--- src/rtl/seq_divider_if.sv ---
// Start/ready handshake bundle shared by the sequential divider and its requester.
interface seq_divider_if #(
    parameter int WIDTH = 8
);
    logic             start;
    logic [WIDTH-1:0] dividend;
    logic [WIDTH-1:0] divisor;
    logic [WIDTH-1:0] quotient;
    logic [WIDTH-1:0] remainder;
    logic             div_by_zero;
    logic             ready;
    logic             done;

    modport master (
        output start, dividend, divisor,
        input  quotient, remainder, div_by_zero, ready, done
    );

    modport slave (
        input  start, dividend, divisor,
        output quotient, remainder, div_by_zero, ready, done
    );
endinterface

--- src/rtl/seq_divider.sv ---
// Restoring divider producing one quotient bit per SHIFT/SUBTRACT pair, MSB first.
module seq_divider #(
    parameter int WIDTH = 8
) (
    input  logic        clk,
    input  logic        rst,
    seq_divider_if.slave bus
);
    localparam int CW = $clog2(WIDTH);
    localparam logic [CW-1:0] LAST = CW'(WIDTH - 1);

    typedef enum logic [1:0] {
        IDLE     = 2'd0,
        SHIFT    = 2'd1,
        SUBTRACT = 2'd2,
        DONE     = 2'd3
    } state_t;

    state_t           state;
    logic [CW-1:0]    count;
    logic [WIDTH:0]   a;
    logic [WIDTH-1:0] q;
    logic [WIDTH-1:0] m;
    logic [WIDTH-1:0] quotient;
    logic [WIDTH-1:0] remainder;
    logic             div_by_zero;

    // Trial subtraction at WIDTH+1 bits; the restoring step just keeps A when it does not fit.
    logic             fits;
    logic [WIDTH:0]   a_diff;
    logic [WIDTH:0]   a_next;
    logic [WIDTH-1:0] q_next;

    assign fits   = (a >= {1'b0, m});
    assign a_diff = a - {1'b0, m};
    assign a_next = fits ? a_diff : a;
    assign q_next = {q[WIDTH-1:1], fits};

    always_ff @(posedge clk or posedge rst) begin
        if (rst) begin
            state       <= IDLE;
            count       <= '0;
            a           <= '0;
            q           <= '0;
            m           <= '0;
            quotient    <= '0;
            remainder   <= '0;
            div_by_zero <= 1'b0;
        end else begin
            case (state)
                IDLE: begin
                    if (bus.start) begin
                        if (bus.divisor != '0) begin
                            a     <= '0;
                            q     <= bus.dividend;
                            m     <= bus.divisor;
                            count <= '0;
                            state <= SHIFT;
                        end else begin
                            quotient    <= '1;
                            remainder   <= bus.dividend;
                            div_by_zero <= 1'b1;
                            state       <= DONE;
                        end
                    end
                end
                SHIFT: begin
                    {a, q} <= {a[WIDTH-1:0], q, 1'b0};
                    state  <= SUBTRACT;
                end
                SUBTRACT: begin
                    a     <= a_next;
                    q     <= q_next;
                    count <= count + 1'b1;
                    if (count == LAST) begin
                        quotient    <= q_next;
                        remainder   <= a_next[WIDTH-1:0];
                        div_by_zero <= 1'b0;
                        state       <= DONE;
                    end else begin
                        state <= SHIFT;
                    end
                end
                DONE:    state <= IDLE;
                default: state <= IDLE;
            endcase
        end
    end

    assign bus.ready       = (state == IDLE);
    assign bus.done        = (state == DONE);
    assign bus.quotient    = quotient;
    assign bus.remainder   = remainder;
    assign bus.div_by_zero = div_by_zero;
endmodule

--- src/flat_wrapper.sv ---
// flat-port wrapper written by rule: the top's interface ports become plain ports
module seq_divider_flat 
#(
    parameter int WIDTH = 8
)
  (clk, rst, bus_start, bus_dividend, bus_divisor, bus_quotient, bus_remainder, bus_div_by_zero, bus_ready, bus_done);
  seq_divider_if #(.WIDTH(WIDTH)) bus_i ();
  input  logic clk;
  input  logic rst;
  input wire logic [$bits(bus_i.start)-1:0] bus_start;
  input wire logic [$bits(bus_i.dividend)-1:0] bus_dividend;
  input wire logic [$bits(bus_i.divisor)-1:0] bus_divisor;
  output wire logic [$bits(bus_i.quotient)-1:0] bus_quotient;
  output wire logic [$bits(bus_i.remainder)-1:0] bus_remainder;
  output wire logic [$bits(bus_i.div_by_zero)-1:0] bus_div_by_zero;
  output wire logic [$bits(bus_i.ready)-1:0] bus_ready;
  output wire logic [$bits(bus_i.done)-1:0] bus_done;
  assign bus_i.start = bus_start;
  assign bus_i.dividend = bus_dividend;
  assign bus_i.divisor = bus_divisor;
  assign bus_quotient = bus_i.quotient;
  assign bus_remainder = bus_i.remainder;
  assign bus_div_by_zero = bus_i.div_by_zero;
  assign bus_ready = bus_i.ready;
  assign bus_done = bus_i.done;
  seq_divider #(.WIDTH(WIDTH)) u_core (.clk(clk), .rst(rst), .bus(bus_i));
endmodule
--- config.mk ---
export PLATFORM = sky130hd
export DESIGN_NAME = seq_divider_flat
export DESIGN_NICKNAME = d
export VERILOG_FILES = /design/src/rtl/seq_divider_if.sv /design/src/rtl/seq_divider.sv /design/src/flat_wrapper.sv
export SDC_FILE = /design/constraint.sdc
export NUM_CORES = 1
export LEC_CHECK = 0
export ABC_CLOCK_PERIOD_IN_PS = 2000
export CAP_MARGIN = 20
export CORE_ASPECT_RATIO = 1.2
export CORE_MARGIN = 1.5
export CORE_UTILIZATION = 49
export CTS_CLUSTER_SIZE = 20
export DETAILED_ROUTE_END_ITERATION = 16
export GPL_ROUTABILITY_DRIVEN = 0
export PLACE_DENSITY = 0.81
export SYNTH_ARGS = -nofsm -noshare
export SYNTH_HDL_FRONTEND = slang
export SYNTH_SLANG_ARGS = --single-unit
--- constraint.sdc ---
create_clock -name clk -period 2 [get_ports clk]
set_input_delay 0.4 -clock clk [delete_from_list [all_inputs] [get_ports clk]]
set_output_delay 0.4 -clock clk [all_outputs]
set_load 0.02 [all_outputs]
==> results of run 1 <==
[cells in the mapped netlist, types with 3 or more instances]
cell      instances  area share [%]
ha_1             14             6.4
and3_1            8             1.8
nor2b_1           3            0.69
inv_1            18             2.5
nand3_1           7             1.3
a31oi_1          15             3.4
o211ai_1          6             1.6
a21oi_1          20             3.7
a21o_1            6             1.6
nor2_1           23             3.2
clkbuf_1          7            0.96
nand2_1          34             4.7
dfrtp_1          47              43
o21a_1            3            0.82
mux2i_1           4             1.5
a221oi_1          7             2.2
a211oi_1          3            0.82
o21ai_0          31             5.7
o21ai_1           3            0.55
[sequential cells by signal, indices dropped and copies added, names as in the netlist]
register	cells
u_core.a	9
u_core.bus.div_by_zero	1
u_core.bus.quotient	8
u_core.bus.remainder	8
u_core.count	3
u_core.m	8
u_core.q	8
u_core.state	2
[final cells by class]
class	instances	area share (%)
clock buffer	6	1.88
clock inverter	2	1.55
inverter	19	1.84
multi-input combinational	223	42.5
sequential	47	30.4
tap	62	2.01
timing repair buffer	90	19.8
[through the flow]
stage | utilization (%) | TNS, ns
after floorplan | - | -0.0687
after global placement | 66.0 | -16.51
after detailed placement | 66.0 | -17.49
after CTS | 70.4 | -1.36
after global routing | 72.5 | -2.67
final | 72.5 | -1.33
[path summary, 6_finish.rpt]
path	to	slack, ns
max in group asynchronous	u_core.a[1]	1.32
setup reg to reg	u_core.a[8]	-0.24
hold / removal	u_core.m[2]	0.33
hold reg to reg	u_core.bus.div_by_zero	0.49
setup / recovery	u_core.a[8]	-0.24
min in group asynchronous	u_core.count[2]	0.43
[power by group through the flow]
stage	Sequential (mW)	Clock, mW	Combinational (mW)
2_1_floorplan	1.52	0	2.22
4_1_cts	1.51	0.840	3.88
3_5_place_dp	1.52	0	3.60
5_1_grt	1.56	0.882	4.76
6_report	1.53	0.838	4.42
3_3_place_gp	1.50	0	3.48
[cells by family after synthesis]
family	after synthesis	share of synthesized area, %
buffers and inverters	30	4.71
AOI/OAI and AO/OA	113	26.8
muxes	5	1.87
xor gates and xnor gates	3	0.960
and+or+nand+nor	87	15.5
DFF	47	43.0
adders and majority gates	15	7.13
[what timing repair did]
item,4_1_cts,5_1_grt
buffers inserted,4,3
resized for setup,31,35
endpoints found under the setup margin,42,31
pin swaps,13,7
[metal layers]
metal,GRT usage [%],up-vias
met5,0,-
met2,43.8,134
li1,-,1263
met1,32.8,1318
met3,4.28,39
met4,12.3,0
[critical path: cells and delay by family, from the launching register on]
| kind | cells | cell delay (ns) |
|---|---|---|
| compound gates | 6 | 1.01 |
| fa+ha+maj | 2 | 0.55 |
| buf+inv | 2 | 0.19 |
| flops | 1 | 0.42 |
==> impl_metrics.py, run 1 <==
metrics = {
    "worst_setup_path": {
        "timing.critical_path.cells": "ha_2 > inv_2 > fa_2 > a211oi_2 > o21bai_1 > a21o_1 > buf_4 > a31oi_4 > a32oi_1 > o2bb2ai_1",
        "r2r_cells": 10,
        "critical_path_startpoint": "u_core.m[0]",
        "critical_path_required_ns": 2.24,
        "critPathSlowestCell": "dfrtp_1",
        "worstSetupPathType": "flip-flop to flip-flop",
        "critPathLaunchType": "flip-flop",
        "timing.critical_path.slowest_cell_delay_ns": 0.42,
        "critical_path_arrival_ns": 2.47,
        "worstPathMaxFanout": 2,
        "worstReg2RegStart": "u_core.m[0]",
        "critical_path.endpoint_type": "flip-flop",
    },
    "floorplan": {
        "row_count": 29,
        "start_util_pct": 51.3,
        "design.portCount": 38,
        "floorplan.die_area_sq_um": 6040,
        "fp.dieW_um": 71.2,
        "floorplan.core_area_sq_um": 5330,
        "chipHeight_um": 84.9,
    },
    "timing": {
        "fin_ws_ns": -0.236,
        "setup_viol": 15,
        "final.min_clock_period_ns": 2.24,
        "finalMaxSlewViolations": 0,
        "hold_viol": 0,
        "maxClockFrequency_mhz": 447,
        "final.setup_skew_ns": 0.00710,
        "finalCritPeriodShare_pct": 112,
        "rsz0062_at_grt": "true",
        "worstMarginPinSlew_ns": 0.356,
        "fin_hold_ws_ns": 0.327,
        "max_slew_margin_pct": 76.2,
    },
    "power_and_ir_drop": {
        "power_after_layout_mw": 6.78,
        "clock_power_share_pct": 12.3,
        "irDropWorstVdd_mv": 1.07,
        "cellPowerDensity_nw_per_um2": 1750,
        "netSwitchingPower_mw": 3.02,
        "swShare_pct": 44.5,
        "intPower_mw": 3.77,
        "combinationalPowerShare_pct": 65.1,
        "p_leak_nw": 1.76,
        "share_seq_of_total_power_pct": 22.5,
    },
    "route": {
        "avgRoutedWirePerCell_um": 18.0,
        "drtIter0Drc": 214,
        "detail_route.drc_violations": 0,
        "route.antenna.remaining_nets": 0,
        "drt_via_density": 6.13,
        "dr.max_layer_used": "met4",
        "m1WireLength_mm": 3.11,
        "met3_length_um": 501,
        "detailroute.via_count": 2754,
        "drt-pass1-iter-count": 5,
        "met2_length_mm": 4.07,
        "totalWireLength_mm": 8.10,
    },
    "placed_design": {
        "dp_hpwl_mm": 5.32,
        "postPlaceCellArea_sq_um": 3520,
        "dp.cells": 434,
        "io_buffer_count": 37,
        "post-place-ws_ns": -0.570,
    },
    "clock_tree": {
        "clockRootBuffer": "clkbuf_8",
        "clock_sink_count": 47,
        "h-tree-depth": 2,
        "clkSlewWorstSetupHoldPaths_ns": 0.09,
        "max-clock-path-buffers": 2,
        "cts_stage_hold_buffer_count": 0,
        "cts_tree": "built",
        "worstSkewPairLatency_ns": 0.31,
        "numCtsBuffers": 5,
    },
    "outcome": {
        "outcome": "finished with violations",
        "failed_checks": "negative setup slack",
    },
    "global_route": {
        "grt_antenna_before_repair": 0,
        "grt_usage_pct": 26.2,
        "overflow_after_grt": 0,
        "grt_pass1_vias": 2784,
        "wire_length_of_the_first_global_routing_pass_mm": 12.8,
        "grt_start_max_net_pins": 48,
    },
    "min_path": {
        "hold_class": "primary input to flip-flop",
        "whs_path_depth": 3,
        "min-delay-start": "bus_divisor[2]",
    },
    "yosys": {
        "mappedNetlistNets": 334,
        "synth.ff_latch_count": 47,
        "post_synth.cell_area_avg_sq_um": 9.12,
        "yosys.cell_types.count": 53,
        "yosys_most_used_dff": "dfrtp_1",
        "ys_seq_area_share_pct": 43.0,
        "synthArstFlopShare_pct": 100,
        "synthesis.area_sq_um": 2740,
        "synth-edff-count": 0,
        "synthesis.instances": 300,
        "synthesis.yosys.warnings": 0,
    },
    "cells_and_area": {
        "finished_cell_area_sq_um": 3870,
        "multiInputGateArea_sq_um": 1640,
        "layoutNonFillerInstCount": 449,
        "final_cell_mix": "buf_4, dfrtp_1, nand2_1",
        "layout_commonest_cell": "buf_4",
        "num_antenna_cells": 0,
        "layout.area.seq_sq_um": 1180,
        "layout.filler_cells": 374,
        "layout-drive-gt1-share_pct": 30.0,
        "layout.nets": 420,
        "area_growth_pct": 41.3,
    },
    "job": {
        "drv_cap": 0,
    },
}
Power figures use the tool's default switching activity.
==> run 2: changes to the inputs <==
--- a/config.mk
+++ b/config.mk
@@ -6,7 +6,7 @@
 export NUM_CORES = 1
 export LEC_CHECK = 0
 export ABC_CLOCK_PERIOD_IN_PS = 2000
-export CAP_MARGIN = 20
+export CAP_MARGIN = 0
 export CORE_ASPECT_RATIO = 1.2
 export CORE_MARGIN = 1.5
 export CORE_UTILIZATION = 49
@@ -14,6 +14,7 @@
 export DETAILED_ROUTE_END_ITERATION = 16
 export GPL_ROUTABILITY_DRIVEN = 0
 export PLACE_DENSITY = 0.81
+export REMOVE_ABC_BUFFERS = 1
 export SYNTH_ARGS = -nofsm -noshare
 export SYNTH_HDL_FRONTEND = slang
 export SYNTH_SLANG_ARGS = --single-unit
==> run 2 against run 1 <==
Net effect: highest routed layer unchanged; the flow still finishes with violations (negative setup slack); global-route usage increased by 1.5 points; power grew 5.9%; sequential share of layout area is 2.2 points lower; die area unchanged; final area up 7.7%; utilization grew 5.6 points.
==> impl_metrics.py, run 2 (same netlist as run 1, synthesis figures left out) <==
metrics = {
    "cells_and_area": {
        "utilization_pct": 78.1,
        "max_ffs_per_register": 9,
        "final_cell_mix": "buf_4, dfrtp_1, nand2_1",
        "layout.nets": 443,
        "area_growth_pct": 52.2,
        "biggest_register": "u_core.a",
        "num_antenna_cells": 0,
        "layout_commonest_cell": "buf_4",
        "layout-drive-gt1-share_pct": 36.6,
        "layoutNonFillerInstCount": 472,
    },
    "timing": {
        "max_slew_margin_pct": 72.9,
        "finalMaxSlewViolations": 0,
        "worstMarginPinSlew_ns": 0.407,
        "rsz0062_at_grt": "true",
        "finalCritPeriodShare_pct": 113,
        "fin_ws_ns": -0.254,
        "hold_viol": 0,
        "setup_viol": 9,
        "final.setup_skew_ns": 0.0143,
        "maxClockFrequency_mhz": 444,
        "fin_hold_ws_ns": 0.322,
        "final.min_clock_period_ns": 2.25,
    },
    "floorplan": {
        "row_count": 29,
        "design.portCount": 38,
        "chipHeight_um": 84.9,
        "fp.dieW_um": 71.2,
        "start_util_pct": 51.3,
        "floorplan.die_area_sq_um": 6040,
        "floorplan.core_area_sq_um": 5330,
    },
    "outcome": {
        "failed_checks": "negative setup slack",
        "outcome": "finished with violations",
    },
    "global_route": {
        "grt_usage_pct": 27.7,
        "grt_start_max_net_pins": 48,
        "overflow_after_grt": 0,
        "grt_pass1_vias": 2933,
        "wire_length_of_the_first_global_routing_pass_mm": 13.3,
        "grt_antenna_before_repair": 0,
    },
    "min_path": {
        "min-delay-start": "bus_divisor[4]",
        "hold_class": "primary input to flip-flop",
        "worstHoldEndpoint": "u_core.m[4]",
        "whs_path_depth": 3,
    },
    "placed_design": {
        "dp_hpwl_mm": 5.50,
        "dp.cells": 450,
        "post-place-ws_ns": -0.599,
        "io_buffer_count": 37,
    },
    "route": {
        "totalWireLength_mm": 8.72,
        "avgRoutedWirePerCell_um": 18.5,
        "drtIter0Drc": 266,
        "route.antenna.remaining_nets": 0,
        "detail_route.drc_violations": 0,
        "detailroute.via_count": 2906,
        "drt_via_density": 6.16,
        "drt-pass1-iter-count": 5,
    },
    "worst_setup_path": {
        "reg2reg_to": "u_core.bus.remainder[6]",
        "worstReg2RegStart": "u_core.a[0]",
        "critPathSlowestCell": "dfrtp_1",
        "crit_family": "compound AO/OA/AOI/OAI gates",
        "worstSetupPathType": "flip-flop to flip-flop",
        "r2r_cells": 11,
        "timing.critical_path.slowest_cell_delay_ns": 0.41,
        "critical_path_required_ns": 2.25,
        "timing.critical_path.cells": "inv_1 > ha_2 > inv_2 > fa_2 > a211oi_2 > o21bai_1 > a21o_1 > xor2_1 > a31oi_2 > buf_4 > o21ai_2",
        "critical_path_arrival_ns": 2.50,
        "worstPathMaxFanout": 2,
        "critical_path_startpoint": "u_core.a[0]",
        "r2r_setup_slack_ns": -0.25,
        "critPathLaunchType": "flip-flop",
        "critical_path.endpoint_type": "flip-flop",
        "worstPathBufferInverterCount": 3,
    },
    "power_and_ir_drop": {
        "irDropWorstVdd_mv": 1.21,
        "power_after_layout_mw": 7.19,
        "cellPowerDensity_nw_per_um2": 1730,
        "p_leak_nw": 1.90,
    },
    "clock_tree": {
        "cts_tree": "built",
        "worstSkewPairLatency_ns": 0.32,
        "clockRootBuffer": "clkbuf_8",
        "clock_sink_count": 47,
        "h-tree-depth": 2,
        "max-clock-path-buffers": 2,
        "numCtsBuffers": 5,
        "clkSlewWorstSetupHoldPaths_ns": 0.10,
    },
    "job": {
        "drv_cap": 0,
    },
}
run 2: stage by stage:
stage	cell area [sq um]	setup TNS (ns)
global placement	3620	-19.21
CTS	3940	-0.834
floorplan	2680	-10.12
global route	4160	-2.00
detailed placement	3620	-20.57
finish	4160	-1.05
run 2: routing by layer:
| layer | global-route usage [%] | up-vias | share of wire, % |
|---|---|---|---|
| li1 | - | 1311 | - |
| met1 | 31.0 | 1404 | 37 |
| met2 | 48.6 | 154 | 53 |
| met3 | 5.94 | 37 | 5.5 |
| met4 | 14.6 | 0 | 4.4 |
| met5 | 0 | - | 0 |
run 2: where the power goes:
part           internal [mW]  leakage (nW)  switching, mW
Clock                  0.283        0.0474          0.356
Combinational           2.32          1.24           2.70
Sequential              1.29         0.607          0.244
run 2: final cells by class:
class                      count  area [sq um]
sequential                    47          1180
clock buffer                   6          82.6
multi-input combinational    224          1770
fill                         337          1170
tap                           62          77.6
clock inverter                 2          16.3
timing repair buffer         112           968
inverter                      19          71.3
run 2: worst max-delay path by stage:
stage,end,depth (start not counted)
2_1_floorplan,u_core.bus.remainder[5],8
3_3_place_gp,u_core.bus.remainder[1],7
3_5_place_dp,u_core.bus.quotient[5],8
4_1_cts,u_core.a[6],10
5_1_grt,u_core.a[6],10
6_report,u_core.bus.remainder[6],11
run 2: what timing repair did:
action | 4_1_cts | 5_1_grt
resized for setup | 58 | 48
hold buffers | 0 | 0
buffers inserted | 7 | 7
cloned | 0 | 1
endpoints found under the setup margin | 45 | 30
pin swaps | 20 | 21
run 2: worst register-to-register path: stages (launching register included):
cell	delay, ns
dfrtp_1	0.41
inv_1	0.07
ha_2	0.18
inv_2	0.04
fa_2	0.36
a211oi_2	0.22
o21bai_1	0.11
a21o_1	0.22
xor2_1	0.19
a31oi_2	0.13
buf_4	0.16
o21ai_2	0.10
